--- src/rtl/tetris_pkg.sv ---
// -----------------------------------------------------------------------------
// tetris_pkg
// Definitions shared by the drop scheduler and its interval counter:
//   - state_t      : FSM state encoding (IDLE=0, FALL=1, LOCK=2, PAUSE=3)
//   - DEF_*_TOP    : default interval tops, in clk cycles minus one
//   - gravity_top  : level-dependent gravity top, saturated at a floor
// -----------------------------------------------------------------------------
package tetris_pkg;

    typedef enum logic [1:0] {
        ST_IDLE  = 2'd0,
        ST_FALL  = 2'd1,
        ST_LOCK  = 2'd2,
        ST_PAUSE = 2'd3
    } state_t;

    localparam logic [24:0] DEF_BASE_TOP = 25'd12_000_000;
    localparam logic [24:0] DEF_STEP     = 25'd1_000_000;
    localparam logic [24:0] DEF_MIN_TOP  = 25'd1_000_000;
    localparam logic [24:0] DEF_SOFT_TOP = 25'd600_000;
    localparam logic [24:0] DEF_LOCK_TOP = 25'd6_000_000;

    // base - level*step, worked at 29 bits so the product cannot wrap.
    // A product larger than base means the difference went negative.
    function automatic logic [24:0] gravity_top(
        input logic [24:0] base,
        input logic [24:0] step,
        input logic [24:0] min_top,
        input logic [3:0]  level
    );
        logic [28:0] prod;
        logic [28:0] diff;
        prod = 29'(level) * 29'(step);
        diff = 29'(base) - prod;
        if ((prod > 29'(base)) || (diff < 29'(min_top)))
            gravity_top = min_top;
        else
            gravity_top = base - prod[24:0];
    endfunction

endpackage

--- src/rtl/interval_counter.sv ---
// -----------------------------------------------------------------------------
// interval_counter
// 25-bit up-counter with synchronous clear and hold (freeze when enable=0).
// tc flags count >= top, so a top that shrinks below the running count
// still terminates on the very next cycle instead of wrapping.
// Ports:
//   clk, reset      : clock, async active-high reset
//   clear           : synchronous clear (wins over enable)
//   enable          : advance by one this cycle
//   top             : terminal value of the current interval
//   count           : current count
//   tc              : terminal-count flag (combinational)
// -----------------------------------------------------------------------------
module interval_counter (
    input  logic        clk,
    input  logic        reset,
    input  logic        clear,
    input  logic        enable,
    input  logic [24:0] top,
    output logic [24:0] count,
    output logic        tc
);

    always_ff @(posedge clk or posedge reset) begin
        if (reset)
            count <= '0;
        else if (clear)
            count <= '0;
        else if (enable)
            count <= count + 25'd1;
    end

    assign tc = (count >= top);

endmodule

--- src/rtl/drop_scheduler.sv ---
// -----------------------------------------------------------------------------
// drop_scheduler
// Generates gravity (fall_tick) and lock-delay (lock_tick) pulses for the
// active piece. Gravity speeds up with level and soft drop; a landed piece
// runs a lock-delay interval that restarts if the piece is freed.
//
//   state | meaning
//   ------+----------------------------------------------------------
//   IDLE  | not playing; counter held at 0, waits for start
//   FALL  | gravity interval running; fall_tick at terminal count
//   LOCK  | piece landed; lock_tick at terminal count, then FALL
//   PAUSE | counter frozen; pause_toggle returns to the saved state
//
// Ports:
//   clk, reset           : clock, async active-high reset
//   start                : one-cycle pulse, IDLE -> FALL
//   game_over            : level, forces IDLE (highest priority)
//   pause_toggle         : one-cycle pulse, enter/leave PAUSE
//   level[3:0]           : game level 0..15
//   soft_drop            : level, down key held
//   landed               : level, piece cannot move down
//   fall_tick, lock_tick : registered one-cycle request pulses
//   state[1:0]           : current FSM state
// -----------------------------------------------------------------------------
module drop_scheduler
    import tetris_pkg::*;
#(
    parameter logic [24:0] BASE_TOP = DEF_BASE_TOP,
    parameter logic [24:0] STEP     = DEF_STEP,
    parameter logic [24:0] MIN_TOP  = DEF_MIN_TOP,
    parameter logic [24:0] SOFT_TOP = DEF_SOFT_TOP,
    parameter logic [24:0] LOCK_TOP = DEF_LOCK_TOP
) (
    input  logic       clk,
    input  logic       reset,
    input  logic       start,
    input  logic       game_over,
    input  logic       pause_toggle,
    input  logic [3:0] level,
    input  logic       soft_drop,
    input  logic       landed,
    output logic       fall_tick,
    output logic       lock_tick,
    output logic [1:0] state
);

    state_t      state_q, state_d;
    state_t      saved_q, saved_d;
    logic        fall_d, lock_d;
    logic        cnt_clear, cnt_enable;
    logic        cnt_tc;
    logic [24:0] cnt_value;
    logic [24:0] grav_top, fall_top, cur_top;

    assign grav_top = gravity_top(BASE_TOP, STEP, MIN_TOP, level);
    assign fall_top = (soft_drop && (SOFT_TOP < grav_top)) ? SOFT_TOP : grav_top;
    assign cur_top  = (state_q == ST_LOCK) ? LOCK_TOP : fall_top;

    interval_counter u_counter (
        .clk    (clk),
        .reset  (reset),
        .clear  (cnt_clear),
        .enable (cnt_enable),
        .top    (cur_top),
        .count  (cnt_value),
        .tc     (cnt_tc)
    );

    always_ff @(posedge clk or posedge reset) begin
        if (reset) begin
            state_q   <= ST_IDLE;
            saved_q   <= ST_FALL;
            fall_tick <= 1'b0;
            lock_tick <= 1'b0;
        end else begin
            state_q   <= state_d;
            saved_q   <= saved_d;
            fall_tick <= fall_d;
            lock_tick <= lock_d;
        end
    end

    // Counter is cleared on every real state entry; entering and leaving
    // PAUSE leaves it untouched so the interval resumes where it stopped.
    always_comb begin
        state_d    = state_q;
        saved_d    = saved_q;
        fall_d     = 1'b0;
        lock_d     = 1'b0;
        cnt_clear  = 1'b0;
        cnt_enable = 1'b0;

        if (game_over) begin
            state_d   = ST_IDLE;
            cnt_clear = 1'b1;
        end else begin
            unique case (state_q)
                ST_IDLE: begin
                    cnt_clear = 1'b1;
                    if (start)
                        state_d = ST_FALL;
                end
                ST_FALL: begin
                    if (pause_toggle) begin
                        state_d = ST_PAUSE;
                        saved_d = ST_FALL;
                    end else if (landed) begin
                        state_d   = ST_LOCK;
                        cnt_clear = 1'b1;
                    end else if (cnt_tc) begin
                        fall_d    = 1'b1;
                        cnt_clear = 1'b1;
                    end else begin
                        cnt_enable = 1'b1;
                    end
                end
                ST_LOCK: begin
                    if (pause_toggle) begin
                        state_d = ST_PAUSE;
                        saved_d = ST_LOCK;
                    end else if (!landed) begin
                        state_d   = ST_FALL;
                        cnt_clear = 1'b1;
                    end else if (cnt_tc) begin
                        lock_d    = 1'b1;
                        state_d   = ST_FALL;
                        cnt_clear = 1'b1;
                    end else begin
                        cnt_enable = 1'b1;
                    end
                end
                ST_PAUSE: begin
                    if (pause_toggle)
                        state_d = saved_q;
                end
                default: begin
                    state_d   = ST_IDLE;
                    cnt_clear = 1'b1;
                end
            endcase
        end
    end

    assign state = state_q;

endmodule

--- config.mk ---
export PLATFORM = sky130hd
export DESIGN_NAME = drop_scheduler
export DESIGN_NICKNAME = d
export VERILOG_FILES = /design/src/rtl/tetris_pkg.sv /design/src/rtl/interval_counter.sv /design/src/rtl/drop_scheduler.sv
export SDC_FILE = /design/constraint.sdc
export NUM_CORES = 1
export LEC_CHECK = 0
export CORE_UTILIZATION = 40
export CTS_CLUSTER_DIAMETER = 60
export DETAILED_ROUTE_END_ITERATION = 12
export PLACE_DENSITY_LB_ADDON = 0.3
export SYNTH_ARGS = -nofsm -noshare
export SYNTH_HDL_FRONTEND = slang
export SYNTH_SLANG_ARGS = --single-unit
--- constraint.sdc ---
create_clock -name clk -period 4.2 [get_ports clk]
set_clock_uncertainty 0.15 [all_clocks]
set_input_delay 0.63 -clock clk [delete_from_list [all_inputs] [get_ports clk]]
set_output_delay 0.63 -clock clk [all_outputs]
set_load 0.01 [all_outputs]
==> impl_results.md <==
- Post-Syn Nets: 461
- Post-Syn Instances: 396
- Critical Path Max Stage Delay: 580 ps
- # fillers: 724
- Reg2reg end: u_counter.count[21]$_DFFE_PP0P_
- WL per Instance: 15.2 um
- Clk_lat worst skew: 280 ps
- Synth-to-Final Area Change: 38.9%
- Post-synthesis adder-cell area fraction: 21.0%
- H-tree level count: 2
- Met3 usage: 3.56%
- Die extent in y: 94.1 um
- Initial antenna violation count: 0
- Critical path data arrival time: 5340 ps
- ANT cells: 0
- Worst hold slack: 369 ps
- Vias in the first global route: 3129
- Max_cap viols: 0
- Largest net degree at the start of global routing: 32
- Power Density: 347 mW/mm2
- Setup crit start kind: primary input
- Buf/Inv on CP: 5
- Reg clk slew, reported paths: 70 ps
- Top post-synthesis cells by area: dfrtp_1, ha_1, xnor2_1
- Top_reg_cell synth: dfrtp_1
- Mux cell area share after synthesis: 2.80%
- Xor-xnor portion of the synthesized cell area: 7.23%
- Die Span X: 94.1 um
- Failing checks: setup timing
- Finished Layout Cells: 598
- WP depth: 22
- Global route hottest layer: met2
- CORE AREA: 0.00822 mm2
- Total track usage: 20.8%
- Max FO, Critical Path: 6
- Cell Rows: 33
- Routed Antenna Nets: 0
- Syn avg cell area: 8.56 um2
- Min Tclk post-route: 5330 ps
- RSZ-0062 raised after global routing: yes
- Post-synth EDFFs: 0
- DRC: 0
- Sequential fraction of the synthesis area: 22.9%
- CTS tree: yes
- Slack of the critical path: -1130 ps
- Global-route wire length before repair: 14.7 mm
- Area leader, netlist: dfrtp_1
- Grt total ovfl: 0
- VDD IR-drop max: 0.202 mV
- Count leader, synth: ha_1
- Largest family of logic cells by synthesized area: simple AND/OR/NAND/NOR gates
- DRT iter0 DRCs: 175
- Post-synthesis async set-or-reset flop share: 100%
- CP max-delay cell: fa_1
- Cell variety after synth: 62
- Number of nets in the layout: 557
- Cells on worst reg2reg path: 12
- Share of cells above drive strength 1: 32.7%
- Top delay family on crit path: adder cells
- Most frequent cells after synthesis: ha_1, nor2_1, dfrtp_1
- Worst R2R Setup Slack: 500 ps
- I/O pin count: 15
- Outcome: finished with violations
- TritonRoute pass-1 iters: 4
- Clock Sinks: 31
- Post-DP HPWL: 6.89 mm
- Crit share post-route: 127%
- CTS Buf Count: 5
- Total power: 0.00164 W
- Mapped cell area: 0.00339 mm2
- Hold_buf cts: 0
- Register bit total from synthesis: 31
- Die area: 0.00885 mm2
- Placed Instances: 575
- Crit path from: level[2]
- Gp weighted congestion: 0.862
- Yosys warning total: 0
- Crit Path Class: primary input to flip-flop
- Required @ worst endpoint: 4210 ps
- Synth top area share: 22.1%
- HP Class: flip-flop to flip-flop
- DR vias: 3267
- Met1 usage: 28.5%
- Via/cell ratio: 5.46
- CP Capture Type: flip-flop
- Pins over their slew limit: 0
- Setup violators final: 29
- Compound-Gate Fraction of Synth Area: 17.8%
- Worst r2r src: state[0]$_DFFE_PP0P_
- Port buffer count: 14
- Final hold violations: 0
- Starting Density: 41.3%
- Fmax: 188 MHz
- Synth Area in Simple Gates: 23.2%
- Drt total wl: 9.11 mm
- GRT met2 Usage: 34.1%
- Critical path, cell by cell: buf_8, fa_1, inv_2, fa_1, inv_2, ha_4, xnor2_4, nand3_2, a21oi_2, a211oi_2, o31a_1, o31ai_4, buf_6, nand4_1, ha_1, and4_1, nand4_1, buf_4, a311oi_4, and4b_2, mux2_4, a2111oi_4
- Slew HR: 57.9%
- Crit path capture: u_counter.count[21]$_DFFE_PP0P_
- Clk buf depth: 2
- CTS root buf: clkbuf_8
- Leakage power total: 2.08 nW
- Least-Margin Pin Slew: 615 ps
-- through the flow --
step	utilization, %	setup slack (ps)	TNS, ps	cell area [um2]
after floorplan	-	-1140	-29110	3580
after global placement	52.4	-1780	-48650	4310
after detailed placement	52.4	-1890	-51340	4310
after CTS	56.1	-1050	-27930	4610
after global routing	57.3	-1410	-37800	4710
final	57.3	-1130	-29390	4710
-- worst min path at each step --
| stage | startpoint | end | cells past startpoint |
|---|---|---|---|
| after global routing | saved_q[0]$_DFFE_PP1P_ | saved_q[0]$_DFFE_PP1P_ | 1 |
| after detailed placement | saved_q[1]$_DFFE_PP0P_ | saved_q[1]$_DFFE_PP0P_ | 2 |
| after floorplan | saved_q[1]$_DFFE_PP0P_ | saved_q[1]$_DFFE_PP0P_ | 2 |
| final | saved_q[0]$_DFFE_PP1P_ | saved_q[0]$_DFFE_PP1P_ | 1 |
| after global placement | saved_q[1]$_DFFE_PP0P_ | saved_q[1]$_DFFE_PP0P_ | 2 |
| after CTS | saved_q[0]$_DFFE_PP1P_ | saved_q[0]$_DFFE_PP1P_ | 1 |
-- timing repair --
action	4_1_cts	5_1_grt
cloned	0	3
gates resized for setup	45	17
pin swaps	24	9
setup endpoints to repair	29	29
buffers inserted	9	4
-- registers in the layout, indices dropped and copies added (netlist names) --
signal           count
u_counter.count     25
lock_tick            1
fall_tick            1
state                2
saved_q              2
-- where the power goes --
part	switching (W)	internal, W
clock	0.000110	0.000132
sequential	0.0000235	0.000321
combinational	0.000542	0.000506
total	0.000676	0.000959
-- worst register-to-register path, cell delays in order (launching register included) --
cell and delay [ps]:
dfrtp_1 460, inv_1 120, ha_1 420, nor2_1 350, nand4_1 140, ha_1 320, and4_1 220, nand4_1 150
buf_4 180, a311oi_4 260, and4b_2 310, mux2_4 320, a2111oi_4 190
-- cells by family after synthesis --
| group | count (synthesis) |
|---|---|
| muxes | 9 |
| and+or+nand+nor | 147 |
| AOI/OAI and AO/OA | 85 |
| buffers and inverters | 42 |
| adders and majority gates | 54 |
| xor gates and xnor gates | 28 |
| DFF | 31 |
-- layout make-up --
type	instances	area, um2	area share, %
Clock buffer	7	86.3	1.83
Inverter	26	105	2.23
Timing Repair Buffer	102	833	17.7
Tap cell	105	131	2.79
Clock inverter	1	5.00	0.106
Sequential cell	31	777	16.5
Multi-Input combinational cell	326	2770	58.9
-- routing by layer --
metal,part of all wire [%],vias up
met2,48,73
met5,0,-
li1,-,1627
met3,4.3,12
met4,1.5,0
met1,46,1555
-- cell usage in the layout (no fill, tap or decap), types with 7 or more instances in the layout --
master	synthesis	routed
a21oi_1	29	21
nand2_1	25	22
inv_1	26	22
ha_1	49	44
mux2i_1	8	7
dfrtp_1	30	30
nor3_1	8	7
xnor2_1	23	20
o21ai_0	11	9
nand3_1	10	8
buf_4	0	81
nand4_1	7	7
clkdlybuf4s50_1	0	10
a21oi_2	0	7
buf_6	1	9
nor2_1	37	31
nor4_1	10	7
Power figures use the tool's default switching activity.
